`src/rtl/tjmono_rx_fifo_arbiter_if.sv`:
```
// FIFO handshake bundle of the TJ-Monopix receiver merge stage.
// Carries the two show-ahead source ports and the merged show-ahead output port.
// The master modport is the arbiter's view: it pops the sources and presents the merged port.
// The slave modport is the environment's view: the receivers and the readout consumer.
interface tjmono_rx_fifo_arbiter_if;
  logic        IN0_FIFO_READ;
  logic        IN0_FIFO_EMPTY;
  logic [31:0] IN0_FIFO_DATA;
  logic        IN1_FIFO_READ;
  logic        IN1_FIFO_EMPTY;
  logic [31:0] IN1_FIFO_DATA;
  logic        OUT_FIFO_READ;
  logic        OUT_FIFO_EMPTY;
  logic [31:0] OUT_FIFO_DATA;

  modport master (
    output IN0_FIFO_READ,
    input  IN0_FIFO_EMPTY,
    input  IN0_FIFO_DATA,
    output IN1_FIFO_READ,
    input  IN1_FIFO_EMPTY,
    input  IN1_FIFO_DATA,
    input  OUT_FIFO_READ,
    output OUT_FIFO_EMPTY,
    output OUT_FIFO_DATA
  );

  modport slave (
    input  IN0_FIFO_READ,
    output IN0_FIFO_EMPTY,
    output IN0_FIFO_DATA,
    input  IN1_FIFO_READ,
    output IN1_FIFO_EMPTY,
    output IN1_FIFO_DATA,
    output OUT_FIFO_READ,
    input  OUT_FIFO_EMPTY,
    input  OUT_FIFO_DATA
  );
endinterface

```
`src/rtl/tjmono_rx_fifo_arbiter.sv`:
```
// Merges the show-ahead FIFO ports of two TJ-Monopix receivers into one show-ahead port.
// Round-robin arbitration with a bounded burst per source, a 2-entry output buffer
// giving one word per cycle, and per-source word counters. Words pass unchanged.
module tjmono_rx_fifo_arbiter #(
  parameter int unsigned BURST_MAX = 16,
  parameter int unsigned CNT_WIDTH = 32
) (
  input  logic                 BUS_CLK,
  input  logic                 BUS_RST,
  input  logic [1:0]           ENABLE,
  input  logic                 CNT_CLR,
  tjmono_rx_fifo_arbiter_if.master bus,
  output logic [CNT_WIDTH-1:0] WORD_CNT0,
  output logic [CNT_WIDTH-1:0] WORD_CNT1
);

  typedef enum logic [1:0] {
    IDLE   = 2'd0,
    SERVE0 = 2'd1,
    SERVE1 = 2'd2
  } state_t;

  localparam logic [7:0] BURST_LIM = 8'(BURST_MAX);

  state_t         state_r;
  state_t         state_nxt_s;
  logic           last_r;        // source served most recently (1 after reset so source 0 wins first)
  logic           last_nxt_s;
  logic [7:0]     burst_r;
  logic [7:0]     burst_nxt_s;

  logic [31:0]    mem_r [2];
  logic           rd_ptr_r;
  logic           wr_ptr_r;
  logic [1:0]     occ_r;

  logic [CNT_WIDTH-1:0] cnt0_r;
  logic [CNT_WIDTH-1:0] cnt1_r;

  logic           avail0_s;
  logic           avail1_s;
  logic           out_empty_s;
  logic           out_pop_s;
  logic           room_s;
  logic           pop0_s;
  logic           pop1_s;
  logic           push_s;
  logic [31:0]    push_data_s;
  logic           serving1_s;
  logic           cur_avail_s;
  logic           oth_avail_s;
  logic           cur_pop_s;
  logic [7:0]     burst_post_s;
  state_t         oth_state_s;

  // Handshake decode: availability, buffer room and source pops (none while in reset)
  always_comb begin
    avail0_s     = ENABLE[0] & ~bus.IN0_FIFO_EMPTY;
    avail1_s     = ENABLE[1] & ~bus.IN1_FIFO_EMPTY;
    out_empty_s  = (occ_r == 2'd0);
    out_pop_s    = bus.OUT_FIFO_READ & ~out_empty_s;
    room_s       = (occ_r != 2'd2) | out_pop_s;
    pop0_s       = (state_r == SERVE0) & avail0_s & room_s & ~BUS_RST;
    pop1_s       = (state_r == SERVE1) & avail1_s & room_s & ~BUS_RST;
    push_s       = pop0_s | pop1_s;
    if (pop0_s) begin
      push_data_s = bus.IN0_FIFO_DATA;
    end else begin
      push_data_s = bus.IN1_FIFO_DATA;
    end
    serving1_s   = (state_r == SERVE1);
    cur_avail_s  = serving1_s ? avail1_s : avail0_s;
    oth_avail_s  = serving1_s ? avail0_s : avail1_s;
    oth_state_s  = serving1_s ? SERVE0 : SERVE1;
    cur_pop_s    = push_s;
    burst_post_s = burst_r + {7'd0, cur_pop_s};
  end

  // Drive the port bundle from the decode and the buffer head
  always_comb begin
    bus.IN0_FIFO_READ  = pop0_s;
    bus.IN1_FIFO_READ  = pop1_s;
    bus.OUT_FIFO_EMPTY = out_empty_s;
    if (out_empty_s) begin
      bus.OUT_FIFO_DATA = 32'd0;
    end else begin
      bus.OUT_FIFO_DATA = mem_r[rd_ptr_r];
    end
  end

  // Arbiter next state: round-robin pick from IDLE, burst bookkeeping and exit rules while serving
  always_comb begin
    state_nxt_s = state_r;
    burst_nxt_s = burst_r;
    last_nxt_s  = last_r;
    case (state_r)
      IDLE: begin
        burst_nxt_s = 8'd0;
        if (last_r) begin
          if (avail0_s) begin
            state_nxt_s = SERVE0;
          end else if (avail1_s) begin
            state_nxt_s = SERVE1;
          end else begin
            state_nxt_s = IDLE;
          end
        end else begin
          if (avail1_s) begin
            state_nxt_s = SERVE1;
          end else if (avail0_s) begin
            state_nxt_s = SERVE0;
          end else begin
            state_nxt_s = IDLE;
          end
        end
      end
      SERVE0, SERVE1: begin
        if (cur_pop_s) begin
          last_nxt_s = serving1_s;
        end else begin
          last_nxt_s = last_r;
        end
        if (!cur_avail_s) begin
          // Current source dried up or was disabled: hand over, or park in IDLE
          burst_nxt_s = 8'd0;
          if (oth_avail_s) begin
            state_nxt_s = oth_state_s;
          end else begin
            state_nxt_s = IDLE;
          end
        end else if (burst_post_s >= BURST_LIM) begin
          // Burst exhausted: switch only if the other side has something to give
          burst_nxt_s = 8'd0;
          if (oth_avail_s) begin
            state_nxt_s = oth_state_s;
          end else begin
            state_nxt_s = state_r;
          end
        end else begin
          burst_nxt_s = burst_post_s;
          state_nxt_s = state_r;
        end
      end
      default: begin
        state_nxt_s = IDLE;
        burst_nxt_s = 8'd0;
        last_nxt_s  = 1'b1;
      end
    endcase
  end

  // Arbiter state register
  always_ff @(posedge BUS_CLK) begin
    if (BUS_RST) begin
      state_r <= IDLE;
      last_r  <= 1'b1;
      burst_r <= 8'd0;
    end else begin
      state_r <= state_nxt_s;
      last_r  <= last_nxt_s;
      burst_r <= burst_nxt_s;
    end
  end

  // Two-entry in-order output buffer; simultaneous push and pop keep occupancy
  always_ff @(posedge BUS_CLK) begin
    if (BUS_RST) begin
      for (int i = 0; i < 2; i++) begin
        mem_r[i] <= 32'd0;
      end
      rd_ptr_r <= 1'b0;
      wr_ptr_r <= 1'b0;
      occ_r    <= 2'd0;
    end else begin
      if (push_s) begin
        mem_r[wr_ptr_r] <= push_data_s;
        wr_ptr_r        <= ~wr_ptr_r;
      end
      if (out_pop_s) begin
        rd_ptr_r <= ~rd_ptr_r;
      end
      case ({push_s, out_pop_s})
        2'b10:   occ_r <= occ_r + 2'd1;
        2'b01:   occ_r <= occ_r - 2'd1;
        default: occ_r <= occ_r;
      endcase
    end
  end

  // Per-source word counters; clear wins over a same-cycle pop, otherwise wrap freely
  always_ff @(posedge BUS_CLK) begin
    if (BUS_RST || CNT_CLR) begin
      cnt0_r <= '0;
      cnt1_r <= '0;
    end else begin
      if (pop0_s) begin
        cnt0_r <= cnt0_r + CNT_WIDTH'(1);
      end
      if (pop1_s) begin
        cnt1_r <= cnt1_r + CNT_WIDTH'(1);
      end
    end
  end

  assign WORD_CNT0 = cnt0_r;
  assign WORD_CNT1 = cnt1_r;

endmodule

```
`src/flat_wrapper.sv`:
```
// flat-port wrapper written by rule: the top's interface ports become plain ports
module tjmono_rx_fifo_arbiter_flat 
#(
  parameter int unsigned BURST_MAX = 16,
  parameter int unsigned CNT_WIDTH = 32
)
  (BUS_CLK, BUS_RST, ENABLE, CNT_CLR, WORD_CNT0, WORD_CNT1, bus_IN0_FIFO_READ, bus_IN0_FIFO_EMPTY, bus_IN0_FIFO_DATA, bus_IN1_FIFO_READ, bus_IN1_FIFO_EMPTY, bus_IN1_FIFO_DATA, bus_OUT_FIFO_READ, bus_OUT_FIFO_EMPTY, bus_OUT_FIFO_DATA);
  tjmono_rx_fifo_arbiter_if bus_i ();
  input  logic BUS_CLK;
  input  logic BUS_RST;
  input  logic [1:0] ENABLE;
  input  logic CNT_CLR;
  output logic [CNT_WIDTH-1:0] WORD_CNT0;
  output logic [CNT_WIDTH-1:0] WORD_CNT1;
  output wire logic [$bits(bus_i.IN0_FIFO_READ)-1:0] bus_IN0_FIFO_READ;
  input wire logic [$bits(bus_i.IN0_FIFO_EMPTY)-1:0] bus_IN0_FIFO_EMPTY;
  input wire logic [$bits(bus_i.IN0_FIFO_DATA)-1:0] bus_IN0_FIFO_DATA;
  output wire logic [$bits(bus_i.IN1_FIFO_READ)-1:0] bus_IN1_FIFO_READ;
  input wire logic [$bits(bus_i.IN1_FIFO_EMPTY)-1:0] bus_IN1_FIFO_EMPTY;
  input wire logic [$bits(bus_i.IN1_FIFO_DATA)-1:0] bus_IN1_FIFO_DATA;
  input wire logic [$bits(bus_i.OUT_FIFO_READ)-1:0] bus_OUT_FIFO_READ;
  output wire logic [$bits(bus_i.OUT_FIFO_EMPTY)-1:0] bus_OUT_FIFO_EMPTY;
  output wire logic [$bits(bus_i.OUT_FIFO_DATA)-1:0] bus_OUT_FIFO_DATA;
  assign bus_IN0_FIFO_READ = bus_i.IN0_FIFO_READ;
  assign bus_i.IN0_FIFO_EMPTY = bus_IN0_FIFO_EMPTY;
  assign bus_i.IN0_FIFO_DATA = bus_IN0_FIFO_DATA;
  assign bus_IN1_FIFO_READ = bus_i.IN1_FIFO_READ;
  assign bus_i.IN1_FIFO_EMPTY = bus_IN1_FIFO_EMPTY;
  assign bus_i.IN1_FIFO_DATA = bus_IN1_FIFO_DATA;
  assign bus_i.OUT_FIFO_READ = bus_OUT_FIFO_READ;
  assign bus_OUT_FIFO_EMPTY = bus_i.OUT_FIFO_EMPTY;
  assign bus_OUT_FIFO_DATA = bus_i.OUT_FIFO_DATA;
  tjmono_rx_fifo_arbiter #(.BURST_MAX(BURST_MAX), .CNT_WIDTH(CNT_WIDTH)) u_core (.BUS_CLK(BUS_CLK), .BUS_RST(BUS_RST), .ENABLE(ENABLE), .CNT_CLR(CNT_CLR), .bus(bus_i), .WORD_CNT0(WORD_CNT0), .WORD_CNT1(WORD_CNT1));
endmodule
```
`config.mk`:
```
export PLATFORM = sky130hd
export DESIGN_NAME = tjmono_rx_fifo_arbiter_flat
export DESIGN_NICKNAME = d
export VERILOG_FILES = /design/src/rtl/tjmono_rx_fifo_arbiter_if.sv /design/src/rtl/tjmono_rx_fifo_arbiter.sv /design/src/flat_wrapper.sv
export SDC_FILE = /design/constraint.sdc
export NUM_CORES = 1
export LEC_CHECK = 0
export ABC_AREA = 1
export CAP_MARGIN = 20
export CORE_UTILIZATION = 55
export DETAILED_ROUTE_END_ITERATION = 10
export PLACE_DENSITY = 0.93
export SLEW_MARGIN = 0
export SYNTH_ARGS = -nofsm -noshare
export SYNTH_HDL_FRONTEND = slang
export SYNTH_SLANG_ARGS = --single-unit
```
`constraint.sdc`:
```
create_clock -name BUS_CLK -period 6.7 [get_ports BUS_CLK]
set_clock_uncertainty 0.1 [all_clocks]
set_input_delay 1.34 -clock BUS_CLK [delete_from_list [all_inputs] [get_ports BUS_CLK]]
set_output_delay 1.34 -clock BUS_CLK [all_outputs]
set_load 0.05 [all_outputs]
```
==> results of run 1 <==
## synthesized netlist by cell type, types with 4 or more instances
cell type,count,area [um2]
o21ai_0,24,120.1
nor3b_1,4,30.03
nor2_1,202,758.2
nand4_1,8,50.05
nor3_1,6,30.03
inv_1,85,319.1
xor2_1,7,61.31
nand3b_1,17,127.6
edfxtp_1,64,1922
nand2_1,338,1269
dfxtp_1,80,1602
buf_2,10,50.05
a21oi_1,78,390.4
mux2i_1,32,320.3
ha_1,9,112.6
clkbuf_1,17,63.81
nand3_1,26,130.1
## report_power, final
group / internal (mW) / switching, mW / total [mW]
Combinational: 0.0893 / 0.139 / 0.228
Sequential: 0.941 / 0.0118 / 0.953
Clock: 0.591 / 0.390 / 0.982
Total: 1.62 / 0.541 / 2.16
## critical path, stage by stage
cell and delay [ns]:
clkdlybuf4s50_1 0.50, nand2_1 0.14, nor2_2 0.17, nand2_1 0.13, nor2_2 0.51, clkdlybuf4s50_1 0.92
## cells by family (layout without fill, tap and decap cells)
logic type / Yosys count / count (layout) / share of synthesized area, %
compound gates: 112 / 112 / 7.622
xor+xnor: 10 / 10 / 1.147
fa+ha+maj: 9 / 9 / 1.475
buf+inv: 119 / 299 / 6.163
flops: 144 / 144 / 46.16
mux: 32 / 32 / 4.196
other cells: 1 / 4 / 0.04913
simple gates: 615 / 615 / 33.19
## worst paths after layout
kind / end / start / depth (start not counted)
max: bus_IN1_FIFO_READ / ENABLE[1] / 6
min: flip-flop / u_core.rd_ptr_r / 1
max reg2reg: u_core.state_r[0] / u_core.state_r[1] / 15
min reg2reg: flip-flop / u_core.rd_ptr_r / 1
## layout make-up
class / instances / area (um2)
clock buffer: 18 / 429.2
clock inverter: 14 / 180.2
fill: 955 / 3224
inverter: 88 / 330.3
multi-input combinational: 782 / 3656
sequential: 144 / 3523
tap: 176 / 220.2
timing repair buffer: 179 / 1837
## state kept, by name (all words and copies together) (netlist names), named ones only
name              count
u_core.WORD_CNT0     32
u_core.mem_r         64
u_core.rd_ptr_r       1
u_core.occ_r          2
u_core.wr_ptr_r       1
u_core.WORD_CNT1     32
u_core.last_r         1
u_core.burst_r        8
u_core.state_r        2
## routing by layer
metal	GRT usage [%]	vias to the layer above	part of all wire, %
met3	5.894	52	8.6
met4	13.75	0	2.8
met2	52.13	406	50
met5	0	-	0
li1	-	3681	-
met1	34.22	3532	39
==> results.toml, run 1 <==
[status]
status = "finished clean"

[yosys]
synth_seq_area_share_pct = 46.16
yosysWarnings = 0
synth-async-reset-ratio_pct = 0
synth_ff_type = "dfxtp_1"
yosys.cell_types.count = 37
syn_inst = 1042
syn_area_per_cell_um2 = 7.326
ys_seq_elements = 144
netlist_area_mm2 = 0.007634
synth_edf_count = 64

[global_routing]
grt_usage_pct = 29.50
overflow = 0
antenna_found_initial = 0
grt_pass1_wl_mm = 33.22
grt_pass1_vias = 7115
grt_max_degree = 53

[floorplanning]
core_mm2 = 0.01340
pin_count = 171
fp.dieArea_mm2 = 0.01435
die_w_um = 119.8
rows = 42
start_util_pct = 56.97
die_y_um = 119.8

[finish]
layout.cells.non_filler = 1401
layout.nets = 1293
final_util_pct = 75.94
design_area_mm2 = 0.01018
layout_common_cells = "nand2_1, nor2_1, clkdlybuf4s50_1, inv_1, dfxtp_1"
n_antenna_cell = 0
mostFrequentLayoutCell = "nand2_1"
drive_gt1_share_pct = 4.653
syn_to_final_growth_pct = 33.31

[clock_network]
cts-htree-levels = 4
tritoncts = "yes"
ctsHoldBuffers = 0
cts.clk_slew.worst_paths_ns = 0.06
cts_setup_buffers = 0
clockBufferDepth = 2
clock_latency_ns = 0.43
cts_resized = 0
cts_buffers = 17
clock_sinks = 144
cts-root-buf = "clkbuf_16"

[sta]
slew_violations = 0
fmax_mhz = 194.2
fin_crit_sh_pct = 76.86
final.setup.tns_ns = 0
layout_setup_ws_ns = 1.551
worst_pin_slew_ns = 0.9773
period_minus_slack_ns = 5.149
max_slew_margin_pct = 34.78
rsz0062_at_grt = "false"
final-setup-viol-count = 0
hold_viol = 0
fin_hold_ws_ns = 0.3507

[place]
pre_cts_slack_ns = 1.591
dp_cells = 1365
place_congestion = 0.9204
hpwl_mm = 14.57
placed_area_mm2 = 0.009469
portBuffers = 170

[route]
drcViolationCount = 0
drt-total-wl_mm = 21.44
wl_per_cell_um = 15.30
antenna_left = 0
num_vias = 7671
dr.first_iter.drc_count = 809
dr.pass1.iters = 6
vias_per_cell = 5.475

[worst_setup_path]
critical_path.max_fanout = 14
start_kind = "primary input"
rrSetupSlack_ns = 3.76
crit_type = "in -> out"
endpoint_kind = "primary output"
arrival_ns = 3.71
critPathRequiredTime_ns = 5.26

[power]
power_mw = 2.163
peakVddDrop_mv = 0.1470
p_per_area_mw_per_mm2 = 212.5
p_leak_nw = 3.699

[run]
max_cap_violations = 0

[worst_hold_path]
min_path_type = "reg -> reg"
No activity file was read; power rests on OpenSTA's default activity.
==> inputs of run 2 (changes only) <==
Settings changed: CORE_UTILIZATION 55 to 51, PLACE_DENSITY 0.93 to 0.88.
Clock period 6.7 ns to 4.9 ns, I/O delays scaled along.
==> results.toml, run 2 (same netlist as run 1, synthesis figures left out) <==
[status]
status = "finished clean"

[power]
combinationalPowerShare_pct = 10.4
power_mw = 2.947
switching_share_pct = 24.85
p_leak_nw = 3.685
intPower_mw = 2.215
clkPwrFrac_pct = 45.4
p_sw_mw = 0.7325
p_per_area_mw_per_mm2 = 290.6
pwr-share-seq_pct = 44.1
peakVddDrop_mv = 0.2614

[worst_setup_path]
critical_path.max_fanout = 4
endpoint_kind = "primary output"
critPathRequiredTime_ns = 3.82
arrival_ns = 2.97
start_kind = "primary input"
crit_type = "in -> out"

[clock_network]
cts_setup_buffers = 0
tritoncts = "yes"
clock_sinks = 144
clockBufferDepth = 2
cts-htree-levels = 4
cts.clk_slew.worst_paths_ns = 0.06
cts_buffers = 17
cts_resized = 0
cts-root-buf = "clkbuf_16"
clock_latency_ns = 0.43
ctsHoldBuffers = 0

[global_routing]
grt_pass1_vias = 6965
overflow = 0
grt_max_degree = 53
grt_usage_pct = 26.67
antenna_found_initial = 0
grt_pass1_wl_mm = 33.25

[sta]
rsz0062_at_grt = "false"
final-setup-viol-count = 0
final.setup.tns_ns = 0
max_slew_margin_pct = 32.11
hold_viol = 0
fin_crit_sh_pct = 82.72
slew_violations = 0
worst_pin_slew_ns = 1.017
fmax_mhz = 246.7
period_minus_slack_ns = 4.053

[finish]
regArea_mm2 = 0.003523
final_util_pct = 69.51
drive_gt1_share_pct = 4.886
layout.nets = 1296
n_antenna_cell = 0
top_register = "u_core.mem_r"
multi_input_area_mm2 = 0.003656
n_fill_cell = 1131
mostFrequentLayoutCell = "nand2_1"
syn_to_final_growth_pct = 32.85
largest_reg_flops = 64
layout_common_cells = "nand2_1, nor2_1, clkdlybuf4s50_1, inv_1, dfxtp_1"

[route]
antenna_left = 0
vias_per_cell = 5.290
num_vias = 7469
wl_met2_mm = 9.900
dr.first_iter.drc_count = 497
wl_per_cell_um = 14.41
wl_met3_mm = 1.459
wirelength_met1_mm = 8.541
drcViolationCount = 0
dr.pass1.iters = 5
drt-total-wl_mm = 20.35
top_layer = "met4"

[run]
max_cap_violations = 0

[place]
portBuffers = 170
hpwl_mm = 14.03
place_congestion = 0.8983

[floorplanning]
die_w_um = 124.3
pin_count = 171
rows = 44
fp.dieArea_mm2 = 0.01546
core_mm2 = 0.01459
die_y_um = 124.3
start_util_pct = 52.32

[worst_hold_path]
min_path_type = "reg -> reg"
-- run 2: critical path, cell delays in order --
cell             delay, ns
clkdlybuf4s50_1       0.50
nand2_1               0.14
nor2_2                0.20
nand2_1               0.12
nor2_2                0.19
clkdlybuf4s50_1       0.84
-- run 2: worst paths after layout --
path              slack, ns                 to  cells past startpoint               from
setup / recovery       0.85  bus_IN1_FIFO_READ                      6          ENABLE[1]
hold / removal         0.36    u_core.rd_ptr_r                      1    u_core.rd_ptr_r
setup reg to reg       1.99  u_core.burst_r[2]                     14  u_core.state_r[0]
hold reg to reg        0.36    u_core.rd_ptr_r                      1    u_core.rd_ptr_r
-- run 2: final cells by class --
class / count / area share, %
clock buffer: 18 / 4.232
clock inverter: 14 / 1.777
inverter: 88 / 3.257
multi-input combinational: 782 / 36.05
sequential: 144 / 34.74
tap: 184 / 2.270
timing repair buffer: 182 / 17.67
-- run 2: through the flow --
stage	cell area, um2	setup WS, ns	hold WS [ns]	std cells
2_1_floorplan	7645	1.879	0.3256	1045
3_3_place_gp	9532	0.8969	0.3456	1380
3_5_place_dp	9532	0.8702	0.3498	1380
4_1_cts	10140	0.8520	0.3651	1412
5_1_grt	10140	0.7408	0.3893	1412
6_report	10140	0.8466	0.3618	1412
-- run 2: power by group through the flow --
stage | sequential (mW) | combinational (mW) | clock [mW]
finish | 1.30 | 0.308 | 1.34
global route | 1.30 | 0.332 | 1.40
CTS | 1.30 | 0.309 | 1.35
detailed placement | 1.33 | 0.306 | 0
global placement | 1.32 | 0.298 | 0
floorplan | 1.32 | 0.173 | 0
-- run 2: routing by layer --
metal | vias to the layer above | global-route usage [%]
li1 | 3688 | -
met2 | 308 | 45.27
met5 | - | 0
met1 | 3436 | 32.95
met4 | 0 | 9.497
met3 | 37 | 6.271
